## src/rtl/lsu_pkg.sv

```systemverilog
// Shared types and constants for the load/store read-modify-write controller.
// Size encodings, FSM state enum and the request legality check.
package lsu_pkg;

    localparam int DATA_W = 32;

    localparam logic [1:0] SZ_B = 2'b00;
    localparam logic [1:0] SZ_H = 2'b01;
    localparam logic [1:0] SZ_W = 2'b10;
    localparam logic [1:0] SZ_X = 2'b11;

    typedef enum logic [1:0] {
        ST_IDLE  = 2'd0,
        ST_READ  = 2'd1,
        ST_WRITE = 2'd2,
        ST_RESP  = 2'd3
    } lsu_state_e;

    // Illegal size, or a half/word whose byte offset breaks natural alignment.
    function automatic logic req_bad(input logic [1:0] size, input logic [1:0] off);
        logic bad;
        bad = 1'b0;
        case (size)
            SZ_H:    bad = off[0];
            SZ_W:    bad = (off != 2'b00);
            SZ_X:    bad = 1'b1;
            default: bad = 1'b0;
        endcase
        return bad;
    endfunction

endpackage

```

## src/rtl/lsu_lane_merge.sv

```systemverilog
// Little-endian lane steering: merges sub-word store data into the read word
// and extracts/extends load data from it. Purely combinational.
module lsu_lane_merge
    import lsu_pkg::*;
(
    input  logic [DATA_W-1:0] rdata,
    input  logic [DATA_W-1:0] wdata,
    input  logic [1:0]        size,
    input  logic [1:0]        offset,
    input  logic              is_unsigned,
    output logic [DATA_W-1:0] store_word,
    output logic [DATA_W-1:0] load_word
);

    logic [4:0]        sh_amt;
    logic [DATA_W-1:0] lane_mask;
    logic [DATA_W-1:0] shifted;

    always_comb begin
        sh_amt    = 5'd0;
        lane_mask = '1;
        case (size)
            SZ_B: begin
                sh_amt    = {offset, 3'b000};
                lane_mask = 32'h0000_00FF << sh_amt;
            end
            SZ_H: begin
                sh_amt    = {offset[1], 4'b0000};
                lane_mask = 32'h0000_FFFF << sh_amt;
            end
            default: begin
                sh_amt    = 5'd0;
                lane_mask = '1;
            end
        endcase
    end

    assign store_word = (rdata & ~lane_mask) | ((wdata << sh_amt) & lane_mask);
    assign shifted    = rdata >> sh_amt;

    always_comb begin
        load_word = rdata;
        case (size)
            SZ_B:    load_word = {{24{~is_unsigned & shifted[7]}}, shifted[7:0]};
            SZ_H:    load_word = {{16{~is_unsigned & shifted[15]}}, shifted[15:0]};
            default: load_word = rdata;
        endcase
    end

endmodule

```

## src/rtl/lsu_rmw.sv

```systemverilog
// Load/store controller in front of a word-write-only data RAM. Sub-word stores
// run as read-modify-write; loads return extended data in a one-cycle pulse.
// Handshake: a request transfers on a rising edge with req_valid && req_ready;
// req_ready is high only in IDLE, and the response pulse has no backpressure.
module lsu_rmw
    import lsu_pkg::*;
#(
    parameter int ADDR_W = 5,
    parameter int DATA_W = 32
) (
    input  logic              clk,
    input  logic              rst,
    input  logic              req_valid,
    output logic              req_ready,
    input  logic              req_we,
    input  logic [1:0]        req_size,
    input  logic              req_unsigned,
    input  logic [ADDR_W+1:0] req_addr,
    input  logic [DATA_W-1:0] req_wdata,
    output logic              rsp_valid,
    output logic [DATA_W-1:0] rsp_rdata,
    output logic              rsp_err,
    output logic              ram_we,
    output logic              ram_prt_en0,
    output logic [ADDR_W-1:0] ram_waddr,
    output logic [DATA_W-1:0] ram_wdata,
    output logic              ram_re,
    output logic              ram_prt_en1,
    output logic [ADDR_W-1:0] ram_raddr,
    input  logic [DATA_W-1:0] ram_rdata,
    output lsu_state_e        dbg_state
);

    lsu_state_e state_q, state_d;

    logic              we_q, uns_q, err_q;
    logic [1:0]        size_q;
    logic [ADDR_W+1:0] addr_q;
    logic [DATA_W-1:0] wdata_q, rdata_q;
    logic [DATA_W-1:0] store_word, load_word;
    logic              accept;

    assign req_ready = (state_q == ST_IDLE);
    assign accept    = req_valid && req_ready;

    always_ff @(posedge clk or posedge rst) begin
        if (rst) begin
            state_q <= ST_IDLE;
            we_q    <= 1'b0;
            uns_q   <= 1'b0;
            err_q   <= 1'b0;
            size_q  <= 2'b00;
            addr_q  <= '0;
            wdata_q <= '0;
            rdata_q <= '0;
        end else begin
            state_q <= state_d;
            if (accept) begin
                we_q    <= req_we;
                uns_q   <= req_unsigned;
                err_q   <= req_bad(req_size, req_addr[1:0]);
                size_q  <= req_size;
                addr_q  <= req_addr;
                wdata_q <= req_wdata;
            end
            // RAM read data is only defined while the read port is enabled.
            if (state_q == ST_READ) begin
                rdata_q <= ram_rdata;
            end
        end
    end

    always_comb begin
        state_d = state_q;
        case (state_q)
            ST_IDLE: begin
                if (req_valid) begin
                    if (req_bad(req_size, req_addr[1:0])) begin
                        state_d = ST_RESP;
                    end else if (req_we && (req_size == SZ_W)) begin
                        state_d = ST_WRITE;
                    end else begin
                        state_d = ST_READ;
                    end
                end
            end
            ST_READ:  state_d = we_q ? ST_WRITE : ST_RESP;
            ST_WRITE: state_d = ST_RESP;
            ST_RESP:  state_d = ST_IDLE;
            default:  state_d = ST_IDLE;
        endcase
    end

    lsu_lane_merge u_lane_merge (
        .rdata       (rdata_q),
        .wdata       (wdata_q),
        .size        (size_q),
        .offset      (addr_q[1:0]),
        .is_unsigned (uns_q),
        .store_word  (store_word),
        .load_word   (load_word)
    );

    // Enables depend on the state register alone, never on live request inputs.
    assign ram_we      = (state_q == ST_WRITE);
    assign ram_prt_en0 = (state_q == ST_WRITE);
    assign ram_re      = (state_q == ST_READ);
    assign ram_prt_en1 = (state_q == ST_READ);
    assign ram_waddr   = addr_q[ADDR_W+1:2];
    assign ram_raddr   = addr_q[ADDR_W+1:2];
    assign ram_wdata   = store_word;

    assign rsp_valid = (state_q == ST_RESP);
    assign rsp_err   = (state_q == ST_RESP) && err_q;
    assign rsp_rdata = ((state_q == ST_RESP) && !we_q && !err_q) ? load_word : '0;

    assign dbg_state = state_q;

endmodule

```

## config.mk

```make
export PLATFORM = sky130hd
export DESIGN_NAME = lsu_rmw
export DESIGN_NICKNAME = d
export VERILOG_FILES = /design/src/rtl/lsu_pkg.sv /design/src/rtl/lsu_lane_merge.sv /design/src/rtl/lsu_rmw.sv
export SDC_FILE = /design/constraint.sdc
export NUM_CORES = 1
export LEC_CHECK = 0
export ABC_AREA = 0
export CORE_MARGIN = 2
export CORE_UTILIZATION = 50
export CTS_BUF_LIST = sky130_fd_sc_hd__clkbuf_4 sky130_fd_sc_hd__clkbuf_8
export CTS_CLUSTER_SIZE = 28
export DETAILED_ROUTE_END_ITERATION = 16
export PLACE_DENSITY = 0.95
export SLEW_MARGIN = 10
export SYNTH_ARGS = -nofsm -noshare
export SYNTH_HDL_FRONTEND = slang
export SYNTH_SLANG_ARGS = --single-unit
```

## constraint.sdc

```tcl
create_clock -name clk -period 3.7 [get_ports clk]
set_input_delay 0.74 -clock clk [delete_from_list [all_inputs] [get_ports clk]]
set_output_delay 0.74 -clock clk [all_outputs]
set_load 0.1 [all_outputs]
```

==> run_results.csv <==
group,metric,value,unit
detailed_routing,remaining_drc_errors,0,
timing,rsz0062_at_grt,"false",
die,initial_core_util,51.2,%
layout,finalNetCount,658,
cts,cts.sinks,78,
critical_path,endpoint_kind,"primary output",
layout,seqCellArea,0.00195,mm2
timing,worst_slew_pin_slew,1200,ps
synthesis,seq_area_frac_synth,43.9,%
timing,fin_tns_setup,0,ps
layout,diodes,0,
synthesis,synthSimpleGateAreaFrac,7.09,%
critical_path,cp.arrival,2890,ps
critical_path,critPathMaxFanout,17,
detailed_routing,drt_iter0_drc,434,
place,pre_cts_ws,684,ps
detailed_routing,via_count,4445,
layout,drive_gt1_share,39.8,%
layout,syn_to_final_growth,64.0,%
cts,cts_tree,"done",
global_route,grt_remaining_overflow,0,
timing,period_needed,3630,ps
global_route,antenna_found_initial,0,
timing,final-hold-violation-count,0,
detailed_routing,dr.pass1.iters,6,
cts,path_clk_slew,80,ps
die,fp.dieArea,0.00966,mm2
synthesis,synth_top_family_by_area,"multiplexers",
timing,setup_violations,0,
status,status,"completed",
critical_path,worstPathCellList,"nor2_1, o21ai_0, o22ai_1, a21oi_1, buf_12",
synthesis,synthCells,428,
place,port_buffers,160,
die,coreArea,0.00868,mm2
synthesis,synthMuxAreaShare,22.0,%
timing,skew,8.77,ps
timing,setup_slack,66.5,ps
die,num_rows,34,
place,gp_congestion,0.956,
layout,multiInputGateArea,0.00249,mm2
critical_path,cp.required,2960,ps
die,die_h,98.3,um
layout,nFillCells,424,
synthesis,synth_compound_area_share,19.2,%
timing,hold_ws,518,ps
cts,cts_max_level,3,
detailed_routing,drt-vias-per-instance,6.45,
global_route,grt_pass1_wl,25500,um
run,cap_violations,0,
layout,mostFrequentLayoutCells,"clkdlybuf4s50_1 (89), mux2_2 (79), dfrtp_1 (76), buf_12 (67), nand2_1 (41)",
detailed_routing,routedWlPerCell,24.4,um
timing,fmax,275,MHz
detailed_routing,ant_nets,0,
synthesis,ys_seq_elements,78,
critical_path,start_kind,"flip-flop",
global_route,grt_pass1_vias,4588,
critical_path,max_stage_delay,830,ps
synthesis,synth_fa_ha_area_share,1.13,%
synthesis,ys_warn_count,0,
global_route,grt_max_degree,42,
critical_path,cp_slowest_cell,"dfrtp_1",
cts,cts_buffers,9,
synthesis,synthArstFlopShare,100,%
synthesis,synth_edf_count,0,
timing,final_max_slew_viol_count,0,
worst_hold_path,hp-class,"reg -> reg",
detailed_routing,wirelength,16800,um
cts,insertion_delay,360,ps
critical_path,critPathKind,"reg -> out",
synthesis,netlist_area,0.00444,mm2
timing,finalCritPeriodShare,98.2,%
synthesis,synth_ff_type,"dfrtp_1",
place,dp_hpwl,11700,um
layout,layout_commonest_cell,"clkdlybuf4s50_1",
global_route,grt_use_total,34.5,%
die,io_pins,161,
synthesis,syn_area_per_cell,10.4,um2
cts,cts_root_buf,"clkbuf_8",
cts,cts_hold_buf,0,
synthesis,synth_xor_area_share,0,%
timing,slew_headroom,19.8,%
synthesis,netlist-cell-type-count,42,
synthesis,syn-num-nets,510,
die,die_width,98.3,um
cts,ctsLongestPathBuffers,2,
## flip-flops by register name, summed over array words and instances (netlist names)
signal	cells
wdata_q	32
we_q	1
addr_q	7
uns_q	1
rdata_q	32
size_q	2
dbg_state	2
err_q	1
## metal layers
metal  routed length [um]  global-route usage [%]  vias up
li1                     -                       -     1843
met1                 5780                    38.5     2123
met2                 8100                    58.0      364
met3                 1750                    10.8      115
met4                 1200                    19.9        0
met5                    0                       0        -
## Yosys cell counts (2+ instances only)
library cell,count,area [um2]
o21ai_1,2,10.0
inv_1,16,60.1
a22oi_1,12,90.1
a31oi_1,7,43.8
buf_1,5,18.8
o21ai_0,41,205
buf_4,15,113
ha_1,4,50.1
buf_2,8,40.0
a21o_1,2,15.0
a221oi_1,4,35.0
mux2i_1,9,90.1
a21oi_1,29,145
clkbuf_1,13,48.8
nand2_1,42,158
nor2_1,12,45.0
o221ai_1,7,61.3
o211ai_1,2,15.0
nor2b_1,4,25.0
a211oi_1,5,37.5
o2bb2ai_1,8,70.1
a221oi_2,3,45.0
dfrtp_1,78,1950
mux2_2,79,890
o22ai_1,3,18.8
nand2b_1,2,12.5
## worst max-delay path, delay by kind of cell (launching register included)
| family | cells | cell delay (ps) |
|---|---|---|
| buf+inv | 1 | 220 |
| flops | 1 | 830 |
| simple gates | 1 | 200 |
| compound gates | 3 | 1280 |
## what timing repair did
item                       4_1_cts  5_1_grt
resized for setup                0        0
setup endpoints to repair        0        1
setup buffers                    0        4
## through the flow
stage                     instances  area (um2)  util, %
after CTS                       685        7250     83.5
after floorplan                 428        4720        -
after detailed placement        669        7010     80.7
after global placement          669        7010     80.7
final                           689        7290     84.0
after global routing            689        7290     84.0
## cell families (layout without fill, tap and decap cells)
kind of cell / after synthesis / after routing
compound gates: 130 / 130
mux: 88 / 88
buf+inv: 59 / 212
simple gates: 69 / 69
fa+ha+maj: 4 / 4
flops: 78 / 78
## final timing paths
| check | start | slack [ps] | cells past startpoint | endpoint |
|---|---|---|---|---|
| setup / recovery | size_q[0]$_DFFE_PP0P_ | 70 | 5 | ram_wdata[29] |
| hold / removal | err_q$_DFFE_PP0P_ | 520 | 1 | err_q$_DFFE_PP0P_ |
| setup reg to reg | dbg_state[0]$_DFFE_PP0P_ | 1550 | 5 | wdata_q[3]$_DFFE_PP0P_ |
| hold reg to reg | err_q$_DFFE_PP0P_ | 520 | 1 | err_q$_DFFE_PP0P_ |
| max in group asynchronous | rst | 2050 | 3 | dbg_state[1]$_DFFE_PP0P_ |
| min in group asynchronous | rst | 790 | 2 | addr_q[3]$_DFFE_PP0P_ |
## cell type report
cell class              instances  area share, %
clock inverters                 6           1.51
well taps                     108           1.85
clock buffers                  10           1.80
flip-flops and latches         78           26.8
repair buffers                179           33.0
multi-input cells             291           34.2
inverters                      17          0.875
Power is not shown: default switching activity piles up to over one toggle a cycle in this logic, so the estimate is an artifact.
